===== src/rtl/regfile_write_scheduler_if.sv =====
// Signal bundle between WB stage, long-latency unit, decode hazard logic and
// the register-file write port of regfile_write_scheduler.
interface regfile_write_scheduler_if;
  logic        wb_we_i;
  logic [4:0]  wb_rd_i;
  logic [31:0] wb_data_i;
  logic        llu_issue_i;
  logic [4:0]  llu_issue_rd_i;
  logic        llu_issue_ready_o;
  logic        llu_res_valid_i;
  logic [4:0]  llu_res_rd_i;
  logic [31:0] llu_res_data_i;
  logic        llu_res_ready_o;
  logic [4:0]  rs1_label_i;
  logic [4:0]  rs2_label_i;
  logic [4:0]  rd_label_i;
  logic        rs1_busy_o;
  logic        rs2_busy_o;
  logic        rd_busy_o;
  logic        rf_we_o;
  logic [4:0]  rf_rd_o;
  logic [31:0] rf_data_o;
  logic        drain_stall_o;

  modport slave (
    input  wb_we_i, wb_rd_i, wb_data_i,
    input  llu_issue_i, llu_issue_rd_i,
    output llu_issue_ready_o,
    input  llu_res_valid_i, llu_res_rd_i, llu_res_data_i,
    output llu_res_ready_o,
    input  rs1_label_i, rs2_label_i, rd_label_i,
    output rs1_busy_o, rs2_busy_o, rd_busy_o,
    output rf_we_o, rf_rd_o, rf_data_o,
    output drain_stall_o
  );

  modport master (
    output wb_we_i, wb_rd_i, wb_data_i,
    output llu_issue_i, llu_issue_rd_i,
    input  llu_issue_ready_o,
    output llu_res_valid_i, llu_res_rd_i, llu_res_data_i,
    input  llu_res_ready_o,
    output rs1_label_i, rs2_label_i, rd_label_i,
    input  rs1_busy_o, rs2_busy_o, rd_busy_o,
    input  rf_we_o, rf_rd_o, rf_data_o,
    input  drain_stall_o
  );
endinterface


===== src/rtl/regfile_write_scheduler.sv =====
// Arbitrates the single register-file write port between the WB stage and a
// queue of long-latency results, and tracks pending destinations for decode.
module regfile_write_scheduler #(
  parameter int unsigned DEPTH        = 2,
  parameter int unsigned STARVE_LIMIT = 4
) (
  input logic                        clk_i,
  input logic                        rst_i,
  regfile_write_scheduler_if.slave   bus
);

  localparam int unsigned PTR_W = $clog2(DEPTH);
  localparam int unsigned CNT_W = $clog2(DEPTH + 1);
  localparam int unsigned STV_W = $clog2(STARVE_LIMIT + 1);

  logic [PTR_W-1:0] rd_ptr_q, wr_ptr_q;
  logic [CNT_W-1:0] count_q, count_d;
  logic [4:0]       fifo_rd_q   [DEPTH];
  logic [31:0]      fifo_data_q [DEPTH];
  logic [31:0]      busy_q, busy_d;
  logic [STV_W-1:0] starve_q, starve_d;
  logic             drain_q, drain_d;

  logic empty, full, wb_claim, pop, push, issue_accept;

  always_comb begin
    empty        = (count_q == '0);
    full         = (count_q == CNT_W'(DEPTH));
    wb_claim     = bus.wb_we_i && (bus.wb_rd_i != 5'd0);
    pop          = !wb_claim && !empty;
    // Readiness comes from registered fullness only, so a same-cycle pop never frees a slot.
    push         = bus.llu_res_valid_i && !full && (bus.llu_res_rd_i != 5'd0);
    issue_accept = bus.llu_issue_i && (bus.llu_issue_rd_i != 5'd0)
                   && !busy_q[bus.llu_issue_rd_i];

    count_d = count_q;
    case ({push, pop})
      2'b10:   count_d = count_q + 1'b1;
      2'b01:   count_d = count_q - 1'b1;
      default: count_d = count_q;
    endcase

    busy_d = busy_q;
    if (pop)
      busy_d[fifo_rd_q[rd_ptr_q]] = 1'b0;
    if (issue_accept)
      busy_d[bus.llu_issue_rd_i] = 1'b1;
    busy_d[0] = 1'b0;

    starve_d = starve_q;
    if (empty || pop)
      starve_d = '0;
    else if (starve_q != STV_W'(STARVE_LIMIT))
      starve_d = starve_q + 1'b1;

    // Once raised, the stall holds until the queue has fully drained.
    drain_d = drain_q;
    if (count_d == '0)
      drain_d = 1'b0;
    else if (starve_d == STV_W'(STARVE_LIMIT))
      drain_d = 1'b1;
  end

  always_ff @(posedge clk_i) begin
    if (rst_i) begin
      rd_ptr_q <= '0;
      wr_ptr_q <= '0;
      count_q  <= '0;
      busy_q   <= '0;
      starve_q <= '0;
      drain_q  <= 1'b0;
    end else begin
      if (push)
        wr_ptr_q <= wr_ptr_q + 1'b1;
      if (pop)
        rd_ptr_q <= rd_ptr_q + 1'b1;
      count_q  <= count_d;
      busy_q   <= busy_d;
      starve_q <= starve_d;
      drain_q  <= drain_d;
    end
  end

  always_ff @(posedge clk_i) begin
    if (push) begin
      fifo_rd_q[wr_ptr_q]   <= bus.llu_res_rd_i;
      fifo_data_q[wr_ptr_q] <= bus.llu_res_data_i;
    end
  end

  assign bus.rf_we_o           = wb_claim || !empty;
  assign bus.rf_rd_o           = wb_claim ? bus.wb_rd_i   : fifo_rd_q[rd_ptr_q];
  assign bus.rf_data_o         = wb_claim ? bus.wb_data_i : fifo_data_q[rd_ptr_q];
  assign bus.llu_res_ready_o   = !full;
  assign bus.llu_issue_ready_o = !busy_q[bus.llu_issue_rd_i];
  assign bus.rs1_busy_o        = busy_q[bus.rs1_label_i];
  assign bus.rs2_busy_o        = busy_q[bus.rs2_label_i];
  assign bus.rd_busy_o         = busy_q[bus.rd_label_i];
  assign bus.drain_stall_o     = drain_q;

endmodule


===== src/flat_wrapper.sv =====
// flat-port wrapper written by rule: the top's interface ports become plain ports
module regfile_write_scheduler_flat 
#(
  parameter int unsigned DEPTH        = 2,
  parameter int unsigned STARVE_LIMIT = 4
)
  (clk_i, rst_i, bus_wb_we_i, bus_wb_rd_i, bus_wb_data_i, bus_llu_issue_i, bus_llu_issue_rd_i, bus_llu_issue_ready_o, bus_llu_res_valid_i, bus_llu_res_rd_i, bus_llu_res_data_i, bus_llu_res_ready_o, bus_rs1_label_i, bus_rs2_label_i, bus_rd_label_i, bus_rs1_busy_o, bus_rs2_busy_o, bus_rd_busy_o, bus_rf_we_o, bus_rf_rd_o, bus_rf_data_o, bus_drain_stall_o);
  regfile_write_scheduler_if bus_i ();
  input logic clk_i;
  input logic rst_i;
  input wire logic [$bits(bus_i.wb_we_i)-1:0] bus_wb_we_i;
  input wire logic [$bits(bus_i.wb_rd_i)-1:0] bus_wb_rd_i;
  input wire logic [$bits(bus_i.wb_data_i)-1:0] bus_wb_data_i;
  input wire logic [$bits(bus_i.llu_issue_i)-1:0] bus_llu_issue_i;
  input wire logic [$bits(bus_i.llu_issue_rd_i)-1:0] bus_llu_issue_rd_i;
  output wire logic [$bits(bus_i.llu_issue_ready_o)-1:0] bus_llu_issue_ready_o;
  input wire logic [$bits(bus_i.llu_res_valid_i)-1:0] bus_llu_res_valid_i;
  input wire logic [$bits(bus_i.llu_res_rd_i)-1:0] bus_llu_res_rd_i;
  input wire logic [$bits(bus_i.llu_res_data_i)-1:0] bus_llu_res_data_i;
  output wire logic [$bits(bus_i.llu_res_ready_o)-1:0] bus_llu_res_ready_o;
  input wire logic [$bits(bus_i.rs1_label_i)-1:0] bus_rs1_label_i;
  input wire logic [$bits(bus_i.rs2_label_i)-1:0] bus_rs2_label_i;
  input wire logic [$bits(bus_i.rd_label_i)-1:0] bus_rd_label_i;
  output wire logic [$bits(bus_i.rs1_busy_o)-1:0] bus_rs1_busy_o;
  output wire logic [$bits(bus_i.rs2_busy_o)-1:0] bus_rs2_busy_o;
  output wire logic [$bits(bus_i.rd_busy_o)-1:0] bus_rd_busy_o;
  output wire logic [$bits(bus_i.rf_we_o)-1:0] bus_rf_we_o;
  output wire logic [$bits(bus_i.rf_rd_o)-1:0] bus_rf_rd_o;
  output wire logic [$bits(bus_i.rf_data_o)-1:0] bus_rf_data_o;
  output wire logic [$bits(bus_i.drain_stall_o)-1:0] bus_drain_stall_o;
  assign bus_i.wb_we_i = bus_wb_we_i;
  assign bus_i.wb_rd_i = bus_wb_rd_i;
  assign bus_i.wb_data_i = bus_wb_data_i;
  assign bus_i.llu_issue_i = bus_llu_issue_i;
  assign bus_i.llu_issue_rd_i = bus_llu_issue_rd_i;
  assign bus_llu_issue_ready_o = bus_i.llu_issue_ready_o;
  assign bus_i.llu_res_valid_i = bus_llu_res_valid_i;
  assign bus_i.llu_res_rd_i = bus_llu_res_rd_i;
  assign bus_i.llu_res_data_i = bus_llu_res_data_i;
  assign bus_llu_res_ready_o = bus_i.llu_res_ready_o;
  assign bus_i.rs1_label_i = bus_rs1_label_i;
  assign bus_i.rs2_label_i = bus_rs2_label_i;
  assign bus_i.rd_label_i = bus_rd_label_i;
  assign bus_rs1_busy_o = bus_i.rs1_busy_o;
  assign bus_rs2_busy_o = bus_i.rs2_busy_o;
  assign bus_rd_busy_o = bus_i.rd_busy_o;
  assign bus_rf_we_o = bus_i.rf_we_o;
  assign bus_rf_rd_o = bus_i.rf_rd_o;
  assign bus_rf_data_o = bus_i.rf_data_o;
  assign bus_drain_stall_o = bus_i.drain_stall_o;
  regfile_write_scheduler #(.DEPTH(DEPTH), .STARVE_LIMIT(STARVE_LIMIT)) u_core (.clk_i(clk_i), .rst_i(rst_i), .bus(bus_i));
endmodule

===== config.mk =====
export PLATFORM = sky130hd
export DESIGN_NAME = regfile_write_scheduler_flat
export DESIGN_NICKNAME = d
export VERILOG_FILES = /design/src/rtl/regfile_write_scheduler_if.sv /design/src/rtl/regfile_write_scheduler.sv /design/src/flat_wrapper.sv
export SDC_FILE = /design/constraint.sdc
export NUM_CORES = 1
export LEC_CHECK = 0
export CAP_MARGIN = 0
export CORE_AREA = 2 2 113 115
export CTS_CLUSTER_SIZE = 20
export DETAILED_ROUTE_END_ITERATION = 10
export DIE_AREA = 0 0 115 117
export GPL_TIMING_DRIVEN = 0
export PLACE_DENSITY_LB_ADDON = 0.12
export SLEW_MARGIN = 10
export SYNTH_ARGS = -nofsm -noshare
export SYNTH_HDL_FRONTEND = slang
export SYNTH_SLANG_ARGS = --single-unit

===== constraint.sdc =====
create_clock -name clk_i -period 3.1 [get_ports clk_i]
set_input_delay 0.465 -clock clk_i [delete_from_list [all_inputs] [get_ports clk_i]]
set_output_delay 0.465 -clock clk_i [all_outputs]
set_load 0.1 [all_outputs]

**After elaboration in Yosys (flattened, before gate mapping)**

Memories as Yosys holds them, arrays and structs flattened. A register that Yosys moved wholly into a read port is not among the register bits.
Index checks and enable logic that the tools add are counted.

- Add/sub/neg operators: 5
- $lt $le $gt $ge: 7
- Equal/unequal tests: 5
- Mux-type cells: 25
- Bitwise operators: 3
- Reduce and logical (&&, ||, !) cells: 20

Operators with widths:

| cell | count |
|---|---|
| 32-bit 2-to-1 mux | 3 |
| 32-bit AND | 1 |
| 32-bit NOT | 1 |
| 32-bit OR | 1 |
| 5-bit by 6-bit < comparator with 1-bit output, second input constant | 5 |
| 1-bit binary-select mux with 5-bit select | 4 |
| 5-bit nonzero test | 3 |
| 1-bit 2-to-1 mux | 12 |
| 1-bit demux with 5-bit select | 2 |
| 5-bit by 1-bit greater-or-equal comparator with 1-bit output, second input constant | 2 |
| 1-bit logical AND | 8 |
| 3-bit 2-to-1 mux | 2 |
| 5-bit 2-to-1 mux | 1 |
| 2-bit == test, second input constant | 2 |
| 1-bit logical NOT | 4 |
| 2-bit logical NOT | 2 |
| 2-bit case mux with 2 select lines | 1 |
| 3-bit by 1-bit adder with 3-bit output, second input constant | 1 |
| 3-bit == test, second input constant | 1 |
| 3-bit != test, second input constant | 1 |
| 1-bit adder, second input constant | 2 |
| 2-bit by 1-bit adder with 2-bit output, second input constant | 1 |
| 2-bit by 1-bit == test with 1-bit output, second input constant | 1 |
| 1-bit logical OR | 2 |
| other kinds (2) | 2 |

- Register bits: 40
- RAM bits: 74
- Input bits: 99
- Output and inout port bits: 44
- Word-level logic and storage cells: 74
- Memories kept: 2

Memory list:

| memory | words | bits a word | read ports | clocked after Yosys merged registers in | write ports | line | text |
|---|---|---|---|---|---|---|---|
| u_core.fifo_data_q | 2 | 32 | 1 | 1 | 1 | regfile_write_scheduler.sv:19 | `logic [31:0] fifo_data_q [DEPTH];` |
| u_core.fifo_rd_q | 2 | 5 | 1 | 1 | 1 | regfile_write_scheduler.sv:18 | `logic [4:0] fifo_rd_q [DEPTH];` |

**Logic depth before layout (Yosys ltp)**

Gate-level depths: netlist of run 1.

- Depth in word-level cells: 9
- Depth in mapped cells: 7
- Gate-level depth less buffers: 7

**Least setup slack after synthesis of run 1**

No wires, ideal clock.

- Path kind: input-to-output
- Start: in bus_rd_label_i[0]
- End: out bus_rd_busy_o
- Data arrival time: 3.596 ns
- Required time: 2.635 ns
- Path slack: -0.961 ns
- Stages: 5
- Buffers on the path: 1
- Cell sequence: clkbuf_1 -> mux4_2 -> mux2_2 -> nor3b_1 -> a311oi_1

- Word-level cells in the longest chain between the ends: 2

RTL lines:

| what | line | text |
|---|---|---|
| start: declaration | flat_wrapper.sv:23 | `input wire logic [$bits(bus_i.rd_label_i)-1:0] bus_rd_label_i;` |
| 1-bit binary-select mux with 5-bit select | regfile_write_scheduler.sv:98 | `assign bus.rd_busy_o = busy_q[bus.rd_label_i];` |
| 1-bit 2-to-1 mux (implied by the code) | regfile_write_scheduler.sv:98 |  |
| end: declaration | flat_wrapper.sv:26 | `output wire logic [$bits(bus_i.rd_busy_o)-1:0] bus_rd_busy_o;` |

Every way passes these cells. The select of a mux whose other input is x is not followed.

**Worst setup path in the final report of run 1**

- Start: in bus_wb_rd_i[2]
- End: out bus_rf_data_o[19]

- Word-level cells in the longest chain between the ends: 3

RTL lines:

| what | line | text |
|---|---|---|
| start: declaration | flat_wrapper.sv:12 | `input wire logic [$bits(bus_i.wb_rd_i)-1:0] bus_wb_rd_i;` |
| 5-bit nonzero test | regfile_write_scheduler.sv:29 | `wb_claim = bus.wb_we_i && (bus.wb_rd_i != 5'd0);` |
| 1-bit logical AND | regfile_write_scheduler.sv:29 |  |
| 32-bit 2-to-1 mux | regfile_write_scheduler.sv:93 | `assign bus.rf_data_o = wb_claim ? bus.wb_data_i : fifo_data_q[rd_ptr_q];` |
| end: declaration | flat_wrapper.sv:29 | `output wire logic [$bits(bus_i.rf_data_o)-1:0] bus_rf_data_o;` |

Every way passes these cells.

==> results of run 1 <==
-- metrics by stage --
| step | worst slack (ps) | power, W | hold WS [ps] | area (um2) |
|---|---|---|---|---|
| after global placement | -1250 | 0.00411 | 495 | 7570 |
| final | 37.9 | 0.00600 | 512 | 8160 |
| after floorplan | -890 | 0.00354 | 481 | 6070 |
| after global routing | -2.06 | 0.00623 | 564 | 8160 |
| after CTS | 0.911 | 0.00597 | 519 | 8060 |
| after detailed placement | -1240 | 0.00415 | 499 | 7570 |
-- worst min-delay path by stage --
stage                              from  depth (start not counted)                        to
2_1_floorplan           u_core.rd_ptr_q                          2                  register
3_3_place_gp            u_core.rd_ptr_q                          2           u_core.rd_ptr_q
3_5_place_dp            u_core.rd_ptr_q                          2                  register
4_1_cts        u_core.bus.drain_stall_o                          2  u_core.bus.drain_stall_o
5_1_grt                 u_core.rd_ptr_q                          2                  register
6_report       u_core.bus.drain_stall_o                          2  u_core.bus.drain_stall_o
-- where the power goes --
| group | total (W) | leakage, nW | switching (W) | internal, W |
|---|---|---|---|---|
| Sequential | 0.00192 | 1.02 | 0.0000746 | 0.00184 |
| Clock | 0.00188 | 0.275 | 0.000694 | 0.00118 |
| Combinational | 0.00220 | 1.56 | 0.00159 | 0.000609 |
| Total | 0.00600 | 2.85 | 0.00236 | 0.00364 |
-- worst min-delay path, stage by stage, from the launching register on --
cell     delay, ps
dfxtp_1        300
a21oi_1        110
nor4_1          50
-- sequential cells by signal, indices dropped and copies added (netlist names), named ones only --
| register | cells |
|---|---|
| u_core.bus.drain_stall_o | 1 |
| u_core.busy_q | 31 |
| u_core.count_q | 2 |
| u_core.fifo_data_q | 64 |
| u_core.fifo_rd_q | 10 |
| u_core.rd_ptr_q | 1 |
| u_core.starve_q | 3 |
| u_core.wr_ptr_q | 1 |
-- layout make-up --
class,count,area share [%]
Buffer,33,1.93
Clock buffer,17,5.21
Clock inverter,15,1.98
Inverter,15,0.736
Multi-Input combinational cell,367,35.3
Sequential cell,114,37.0
Tap cell,150,2.30
Timing Repair Buffer,131,15.5
-- logic make-up after synthesis --
family / count (synthesis)
AND/OR/NAND/NOR: 144
AO/OA/AOI/OAI: 127
flip-flops: 114
multiplexers: 87
buffers and inverters: 48
XOR/XNOR: 6
adder cells (fa/ha/maj): 3
-- synthesized netlist by cell type (all sizes together) (2+ instances only) --
| library cell | n |
|---|---|
| o22a | 2 |
| nor2b | 2 |
| nor2 | 21 |
| nand3 | 8 |
| buf | 14 |
| mux2i | 61 |
| o32ai | 5 |
| o31ai | 4 |
| or4 | 4 |
| xnor2 | 5 |
| o21ai | 58 |
| inv | 14 |
| dfxtp | 40 |
| o211ai | 6 |
| clkbuf | 19 |
| nor4 | 8 |
| nor3b | 9 |
| nand2b | 11 |
| edfxtp | 74 |
| mux4 | 20 |
| o311ai | 19 |
| nand2 | 57 |
| o41ai | 3 |
| o22ai | 4 |
| a21oi | 10 |
| ha | 3 |
| a311oi | 3 |
| mux2 | 6 |
| nand3b | 7 |
| nor3 | 12 |
| nor4b | 2 |
| a32o | 4 |
-- layer usage --
layer | vias to the layer above | part of all wire [%]
li1 | 2375 | -
met1 | 2422 | 41
met2 | 184 | 50
met3 | 26 | 6.8
met4 | 0 | 2.2
met5 | - | 0
-- repair_timing --
item,CTS,global route
gates resized for setup,270,57
hold buffers,0,0
pin swaps,0,0
endpoints found under the setup margin,42,38
==> metrics.md, run 1 <==
| Metric | Value |
|---|---|
| N_diodes | `0` |
| Unique masters post-synth | `51` |
| Post-Syn Area | `6020 um2` |
| GRT Total Usage | `24.7%` |
| Post-synthesis xor/xnor area fraction | `0.873%` |
| CP max stage delay | `560 ps` |
| Share of the synthesized area in the top cell type | `36.9%` |
| Largest cells by area after synthesis | `edfxtp_1 37%, dfxtp_1 13%, mux2i_1 10%` |
| Slew headroom | `26.7%` |
| Leading area contributor after synthesis | `edfxtp_1` |
| Clock tree root driver cell | `clkbuf_16` |
| Fraction of layout cells with a size suffix above 1 | `20.5%` |
| Synth Area in Simple Gates | `11.9%` |
| Largest net degree at the start of global routing | `38` |
| Dpl cells | `810` |
| Row count | `41` |
| Layout area overhead | `35.6%` |
| Finished Layout Cells | `842` |
| Clock sinks | `114` |
| Post-DP HPWL | `12.1 mm` |
| Detailed Route WL | `16.3 mm` |
| Tmin final | `3060 ps` |
| M2 GR Usage | `42.0%` |
| DRC viols | `0` |
| RSZ-0062 raised after global routing | `yes` |
| Gr busiest metal | `met2` |
| Sequential cell area | `3020 um2` |
| Setup_tns | `0 ps` |
| FMAX | `327 MHz` |
| Most used DFF post-synth | `edfxtp_1` |
| H-tree lvl count | `4` |
| PortBufs | `131` |
| Syn_nets | `631` |
| Req. time, crit path | `2630 ps` |
| Setup crit start kind | `input port` |
| Worst Path Arrival | `2600 ps` |
| CP max-delay cell | `or4_4` |
| TritonCTS clock tree | `yes` |
| Final hold vios | `0` |
| CTS Buffer Depth | `2` |
| Post-DR wirelength/cell | `19.3 um` |
| Critical path launch point | `bus_wb_rd_i[2]` |
| Vias per inst | `5.95` |
| Number of global-route vias before repair | `5,047` |
| Buf/Inv on CP | `3` |
| Top delay family on crit path | `buffers and inverters` |
| Final core utilization | `66.3%` |
| EDFF count, synth | `74` |
| Io pins | `143` |
| Multi-input combinational cell area | `2880 um2` |
| Crit share post-route | `98.8%` |
| Via Count | `5,007` |
| Worst-Skew Late Latency | `410 ps` |
| Final layout net count | `781` |
| Crit. End Element | `primary output` |
| Post-synthesis async set-or-reset flop share | `0%` |
| Synth warn | `0` |
| Slew Limit Fails | `0` |
| Iter 0 DRT Violations | `260` |
| Die Area | `13,500 um2` |
| Sequential area share after synthesis | `50.2%` |
| Worst setup path endpoint | `bus_rf_data_o[19]` |
| Core Footprint | `12,300 um2` |
| Setup Fix Bufs, Post-CTS | `0` |
| GP Congestion | `0.914` |
| Most used cells in the layout excluding fill and tap cells | `89 x clkdlybuf4s50_1, 74 x edfxtp_1, 61 x mux2i_1, 57 x nand2_1, 40 x dfxtp_1` |
| First-pass GRT wire length | `25.3 mm` |
| Total CTS buffers | `17` |
| Post-synthesis mux area share | `18.8%` |
| Critical R2R Capture | `u_core.fifo_data_q[0][31]` |
| Slew @ Worst Pin | `1100 ps` |
| Synth Area in Compound Gates | `14.4%` |
| WP depth | `6` |
| RR Startpoint | `u_core.count_q[0]` |
| Maximum VDD drop | `0.591 mV` |
| Met3 Usage GRT | `6.39%` |
| Leakage | `2.85 nW` |
| Setup Viol. Count Final | `0` |
| Adder-cell area share of the yosys netlist | `0.624%` |
| Pwr/cell area | `735 nW/um2` |
| Skew final | `8.93 ps` |
| #FFs+latches synth | `114` |
| Initial Utilization | `48.9%` |
| Clk slew on worst S/H paths | `50 ps` |
| Layout fillers | `952` |
| CP max FO | `10` |
| Critical path class | `input port to primary output` |
| Maxcap violations | `0` |
| Worst hold path class | `register to register` |
| Syn Inst Count | `529` |
| Synth Area per Inst | `11.4 um2` |
| Total gr overflow | `0` |
| Crit path cell chain | `clkdlybuf4s50_1 > or4_4 > o21a_4 > clkbuf_1 > o21ai_0 > buf_4` |
| Initial antenna violation count | `0` |
| Largest family of logic cells by synthesized area | `multiplexers` |
| Commonest non-fill, non-tap cell in the layout | `clkdlybuf4s50_1` |
| Flop-to-flop setup slack | `730 ps` |
| Die extent in x | `115 um` |
| Post-route ant nets | `0` |
| Status | `complete, no violations` |
| Die height | `117 um` |
| Worst R2R Path Depth | `4` |
| Routing usage on met1 | `29.7%` |
| Router iterations before antenna repair | `4` |
No activity file was read; power rests on OpenSTA's default activity.
==> run 2: changes to the inputs <==
--- a/config.mk
+++ b/config.mk
@@ -6,10 +6,10 @@
 export NUM_CORES = 1
 export LEC_CHECK = 0
 export CAP_MARGIN = 0
-export CORE_AREA = 2 2 113 115
+export CORE_AREA = 10 10 121 123
 export CTS_CLUSTER_SIZE = 20
 export DETAILED_ROUTE_END_ITERATION = 10
-export DIE_AREA = 0 0 115 117
+export DIE_AREA = 0 0 131 133
 export GPL_TIMING_DRIVEN = 0
 export PLACE_DENSITY_LB_ADDON = 0.12
 export SLEW_MARGIN = 10
==> metrics.md, run 2 (synthesis results as in run 1) <==
| Metric | Value |
|---|---|
| Worst hold path class | `register to register` |
| Top delay family on crit path | `buffers and inverters` |
| Finished Layout Cells | `864` |
| Die Area | `17,400 um2` |
| Final hold vios | `0` |
| Iter 0 DRT Violations | `355` |
| Number of global-route vias before repair | `5,152` |
| Initial antenna violation count | `0` |
| Crit. End Element | `primary output` |
| Setup crit start kind | `input port` |
| Row count | `41` |
| Maxcap violations | `0` |
| Post-DR wirelength/cell | `20.1 um` |
| Skew final | `5.52 ps` |
| Final hold slack | `538 ps` |
| Die extent in x | `131 um` |
| RSZ-0062 raised after global routing | `no` |
| Post-DP HPWL | `13.3 mm` |
| Commonest non-fill, non-tap cell in the layout | `clkdlybuf4s50_1` |
| Detailed Route WL | `17.3 mm` |
| Max reg flops | `64` |
| Slew Limit Fails | `0` |
| Req. time, crit path | `2630 ps` |
| Critical path class | `input port to primary output` |
| Buf/Inv on CP | `3` |
| NetSw | `0.00231 W` |
| Vias per inst | `5.78` |
| Clk slew on worst S/H paths | `50 ps` |
| Pwr/cell area | `750 nW/um2` |
| Maximum VDD drop | `0.546 mV` |
| Slew headroom | `26.9%` |
| GP Congestion | `0.928` |
| Die height | `133 um` |
| Layout area overhead | `36.2%` |
| Sequential power share | `31.2%` |
| Crit share post-route | `97.9%` |
| Via Count | `4,998` |
| First-pass GRT wire length | `26.9 mm` |
| Fraction of layout cells with a size suffix above 1 | `20.1%` |
| Clock sinks | `114` |
| Router iterations before antenna repair | `5` |
| Status | `complete, no violations` |
| Final layout net count | `781` |
| Initial Utilization | `48.7%` |
| Total CTS buffers | `17` |
| Core Footprint | `12,400 um2` |
| Largest net degree at the start of global routing | `38` |
| Clock Power Share | `33.5%` |
| Tmin final | `3040 ps` |
| Most used cells in the layout excluding fill and tap cells | `89 x clkdlybuf4s50_1, 74 x edfxtp_1, 61 x mux2i_1, 57 x nand2_1, 49 x o21ai_0` |
| CP max-delay cell | `or4_4` |
| Slew @ Worst Pin | `1090 ps` |
| Setup Fix Bufs, Post-CTS | `0` |
| Leakage | `2.88 nW` |
| Clock tree root driver cell | `clkbuf_16` |
| Setup Viol. Count Final | `0` |
| Dpl cells | `832` |
| DRC viols | `0` |
| N_diodes | `0` |
| Post-route ant nets | `0` |
| Worst-Skew Late Latency | `410 ps` |
| GRT Total Usage | `19.7%` |
| P_int | `0.00384 W` |
| CP max FO | `10` |
| Combinational share of power | `35.4%` |
| Switch share | `37.5%` |
| H-tree lvl count | `4` |
| Crit path cell chain | `clkdlybuf4s50_1 > or4_4 > o21a_4 > clkbuf_2 > o21ai_0 > buf_2` |
| TritonCTS clock tree | `yes` |
| FMAX | `329 MHz` |
| Register bank with the most flops | `u_core.fifo_data_q` |
| CTS Buffer Depth | `2` |
| PortBufs | `131` |
| Worst Path Arrival | `2570 ps` |
| CP max stage delay | `560 ps` |
| Io pins | `143` |
| Top flop regs | `u_core.fifo_data_q: 64 flops, u_core.busy_q: 31 flops, u_core.fifo_rd_q: 10 flops` |
| Setup_tns | `0 ps` |
| Total gr overflow | `0` |
-- run 2: power groups by stage --
| stage | clock [W] | sequential, W | combinational [W] |
|---|---|---|---|
| detailed placement | 0 | 0.00195 | 0.00221 |
| floorplan | 0 | 0.00192 | 0.00161 |
| global route | 0.00216 | 0.00194 | 0.00229 |
| global placement | 0 | 0.00194 | 0.00220 |
| CTS | 0.00208 | 0.00192 | 0.00215 |
| finish | 0.00206 | 0.00192 | 0.00217 |
-- run 2: final timing paths --
kind | startpoint | endpoint | slack (ps) | depth (start not counted)
setup / recovery | bus_wb_rd_i[2] | bus_rf_rd_o[4] | 60 | 6
hold / removal | u_core.rd_ptr_q | register | 540 | 2
setup reg to reg | u_core.count_q[0] | u_core.fifo_data_q[0][3] | 760 | 4
hold reg to reg | u_core.rd_ptr_q | register | 540 | 2
-- run 2: metal layers --
metal | wire length [um] | vias to the layer above | track usage [%]
li1 | - | 2360 | -
met1 | 6640 | 2423 | 22.1
met2 | 8760 | 184 | 33.1
met3 | 1470 | 31 | 6.67
met4 | 456 | 0 | 8.34
met5 | 0 | - | 0
-- run 2: repair_timing --
item / CTS / global route
resized for setup: 257 / 53
pin swaps: 0 / 2
endpoints found under the setup margin: 42 / 37
cloned: 0 / 0
hold buffers: 0 / 0
endpoints found under the hold margin: 0 / 0
-- run 2: worst min-delay path, stage by stage, from the launching register on --
cell and delay (ps):
dfxtp_1 340, xnor2_1 90, nor2_1 80
-- run 2: layout make-up --
type | count | area (um2)
Tap cell | 172 | 215
Buffer | 33 | 151
Multi-Input combinational cell | 367 | 2870
Inverter | 15 | 60.1
Timing Repair Buffer | 131 | 1220
Clock inverter | 7 | 88.8
Sequential cell | 114 | 3020
Fill cell | 920 | 4170
Clock buffer | 25 | 559
-- run 2: per-stage QoR --
step | setup slack (ps) | total power (W) | utilization [%] | instance area (um2)
floorplan | -890 | 0.00354 | - | 6070
global placement | -1280 | 0.00413 | 61.4 | 7600
detailed placement | -1260 | 0.00416 | 61.4 | 7600
CTS | 2.59 | 0.00615 | 65.8 | 8130
global route | 1.59 | 0.00638 | 66.3 | 8200
finish | 63.7 | 0.00615 | 66.3 | 8200
==> run 3: changes to the inputs <==
--- a/config.mk
+++ b/config.mk
@@ -12,6 +12,7 @@
 export DIE_AREA = 0 0 131 133
 export GPL_TIMING_DRIVEN = 0
 export PLACE_DENSITY_LB_ADDON = 0.12
+export RECOVER_POWER = 25
 export SLEW_MARGIN = 10
 export SYNTH_ARGS = -nofsm -noshare
 export SYNTH_HDL_FRONTEND = slang
==> metrics.md, run 3 (synthesis results as in run 1) <==
| Metric | Value |
|---|---|
| Status | `complete, no violations` |
| Critical path class | `input port to primary output` |
| Finished Layout Cells | `866` |
| H-tree lvl count | `4` |
| Clk slew on worst S/H paths | `50 ps` |
| Slew Limit Fails | `0` |
| GP Congestion | `0.928` |
| Iter 0 DRT Violations | `378` |
| Dpl ws | `-1260 ps` |
| Fraction of layout cells with a size suffix above 1 | `20.1%` |
| Crit path cell chain | `clkdlybuf4s50_1 > or4_4 > o21a_4 > clkbuf_2 > o21ai_0 > buf_2` |
| Leakage | `2.89 nW` |
| Crit. End Element | `primary output` |
| Design Power | `0.00614 W` |
| DRC viols | `0` |
| Setup Fix Bufs, Post-CTS | `0` |
| Skew final | `5.72 ps` |
| Largest net degree at the start of global routing | `38` |
| CP max FO | `10` |
| GRT Total Usage | `19.7%` |
| Worst Path Arrival | `2570 ps` |
| Flop-to-flop setup slack | `750 ps` |
| PortBufs | `131` |
| Combinational share of power | `35.3%` |
| Number of global-route vias before repair | `5,152` |
| Post-route setup slack | `69.4 ps` |
| Worst-Skew Late Latency | `410 ps` |
| Layout area overhead | `36.3%` |
| Initial antenna violation count | `4` |
| Req. time, crit path | `2630 ps` |
| Maxcap violations | `0` |
| Critical R2R Capture | `u_core.fifo_data_q[0][30]` |
| Critical path launch point | `bus_wb_rd_i[2]` |
| Clock sinks | `114` |
| Row count | `41` |
| Dpl cells | `832` |
| Core Footprint | `12,400 um2` |
| Commonest non-fill, non-tap cell in the layout | `edfxtp_1` |
| Detailed Route WL | `17.3 mm` |
| Die Area | `17,400 um2` |
| CTS Buffer Depth | `2` |
| FMAX | `330 MHz` |
| Layout fillers | `920` |
| CP max-delay cell | `or4_4` |
| Initial Utilization | `48.7%` |
| NetSw | `0.00231 W` |
| Max reg flops | `64` |
| Post-DP HPWL | `13.3 mm` |
| Top flop regs | `u_core.fifo_data_q: 64 flops, u_core.busy_q: 31 flops, u_core.fifo_rd_q: 10 flops` |
| Tmin final | `3030 ps` |
| Setup Viol. Count Final | `0` |
| Sequential power share | `31.2%` |
| Vias per inst | `5.79` |
| Switch share | `37.6%` |
| Pwr/cell area | `749 nW/um2` |
| Register bank with the most flops | `u_core.fifo_data_q` |
| Final layout net count | `781` |
| Crit share post-route | `97.8%` |
| Setup crit start kind | `input port` |
| Worst R2R Path Depth | `4` |
| Most used cells in the layout excluding fill and tap cells | `74 x edfxtp_1, 61 x mux2i_1, 60 x clkdlybuf4s50_1, 57 x nand2_1, 49 x o21ai_0` |
| First-pass GRT wire length | `26.9 mm` |
| RSZ-0062 raised after global routing | `no` |
| Die extent in x | `131 um` |
| Worst setup path endpoint | `bus_rf_rd_o[4]` |
| Die height | `133 um` |
| Final hold slack | `537 ps` |
| Slew headroom | `26.4%` |
| P_int | `0.00383 W` |
| TritonCTS clock tree | `yes` |
| Post-CTS Hold Fix Bufs | `0` |
| Final hold vios | `0` |
| Clock tree root driver cell | `clkbuf_16` |
| Io pins | `143` |
| Maximum VDD drop | `0.547 mV` |
| Clock Power Share | `33.5%` |
| Router iterations before antenna repair | `5` |
| Total gr overflow | `0` |
| Post-DR wirelength/cell | `20.0 um` |
| Slew @ Worst Pin | `1100 ps` |
| Total CTS buffers | `17` |
| Post-route ant nets | `0` |
| Worst hold path class | `register to register` |
| RR Startpoint | `u_core.count_q[0]` |
| Via Count | `5,017` |
| CP max stage delay | `560 ps` |
==> run 3: area by class of cell <==
type | count | area (um2) | area share, %
flip-flops and latches | 114 | 3020 | 36.9
inverters | 15 | 60.1 | 0.732
clock buffers | 25 | 559 | 6.82
multi-input cells | 367 | 2870 | 35.0
clock inverters | 7 | 88.8 | 1.08
well taps | 172 | 215 | 2.62
plain buffers | 33 | 151 | 1.85
repair buffers | 131 | 1220 | 14.9
diodes | 2 | 5.00 | 0.0610
==> run 3: worst min-delay path by stage <==
stage | startpoint | to | slack (ps) | cells past startpoint
5_1_grt | u_core.rd_ptr_q | register | 560 | 2
4_1_cts | u_core.rd_ptr_q | register | 540 | 2
6_report | u_core.rd_ptr_q | register | 540 | 2
2_1_floorplan | u_core.rd_ptr_q | register | 480 | 2
3_5_place_dp | u_core.rd_ptr_q | register | 510 | 2
3_3_place_gp | u_core.rd_ptr_q | u_core.rd_ptr_q | 500 | 2
==> run 3: critical path: cells and delay by family <==
| family | cells | cell delay (ps) |
|---|---|---|
| buffers and inverters | 3 | 1090 |
| AOI/OAI and AO/OA | 2 | 440 |
| and+or+nand+nor | 1 | 560 |
==> run 3: repair_timing <==
item / in CTS / in global routing
pin swaps: 0 / 2
resized for setup: 257 / 53
setup endpoints to repair: 42 / 37
hold endpoints to repair: 0 / 0
==> run 3: power by group through the flow <==
stage	Clock, W	Combinational, W	Sequential, W
after detailed placement	0	0.00221	0.00195
after global placement	0	0.00220	0.00194
final	0.00206	0.00217	0.00192
after CTS	0.00208	0.00215	0.00192
after floorplan	0	0.00161	0.00192
after global routing	0.00216	0.00228	0.00194
==> run 3: routing by layer <==
metal  part of all wire [%]  global-route usage (%)
met5                   0.12                       0
met4                    2.9                    8.34
met3                    8.3                    6.67
met2                     50                    33.1
met1                     39                    22.1
==> run 3: metrics by stage <==
stage / utilization [%] / instance area, um2 / setup TNS (ps)
5_1_grt: 66.3 / 8200 / 0
2_1_floorplan: - / 6070 / -29540
3_5_place_dp: 61.4 / 7600 / -32360
6_report: 66.3 / 8200 / 0
4_1_cts: 65.8 / 8130 / 0
3_3_place_gp: 61.4 / 7600 / -30330
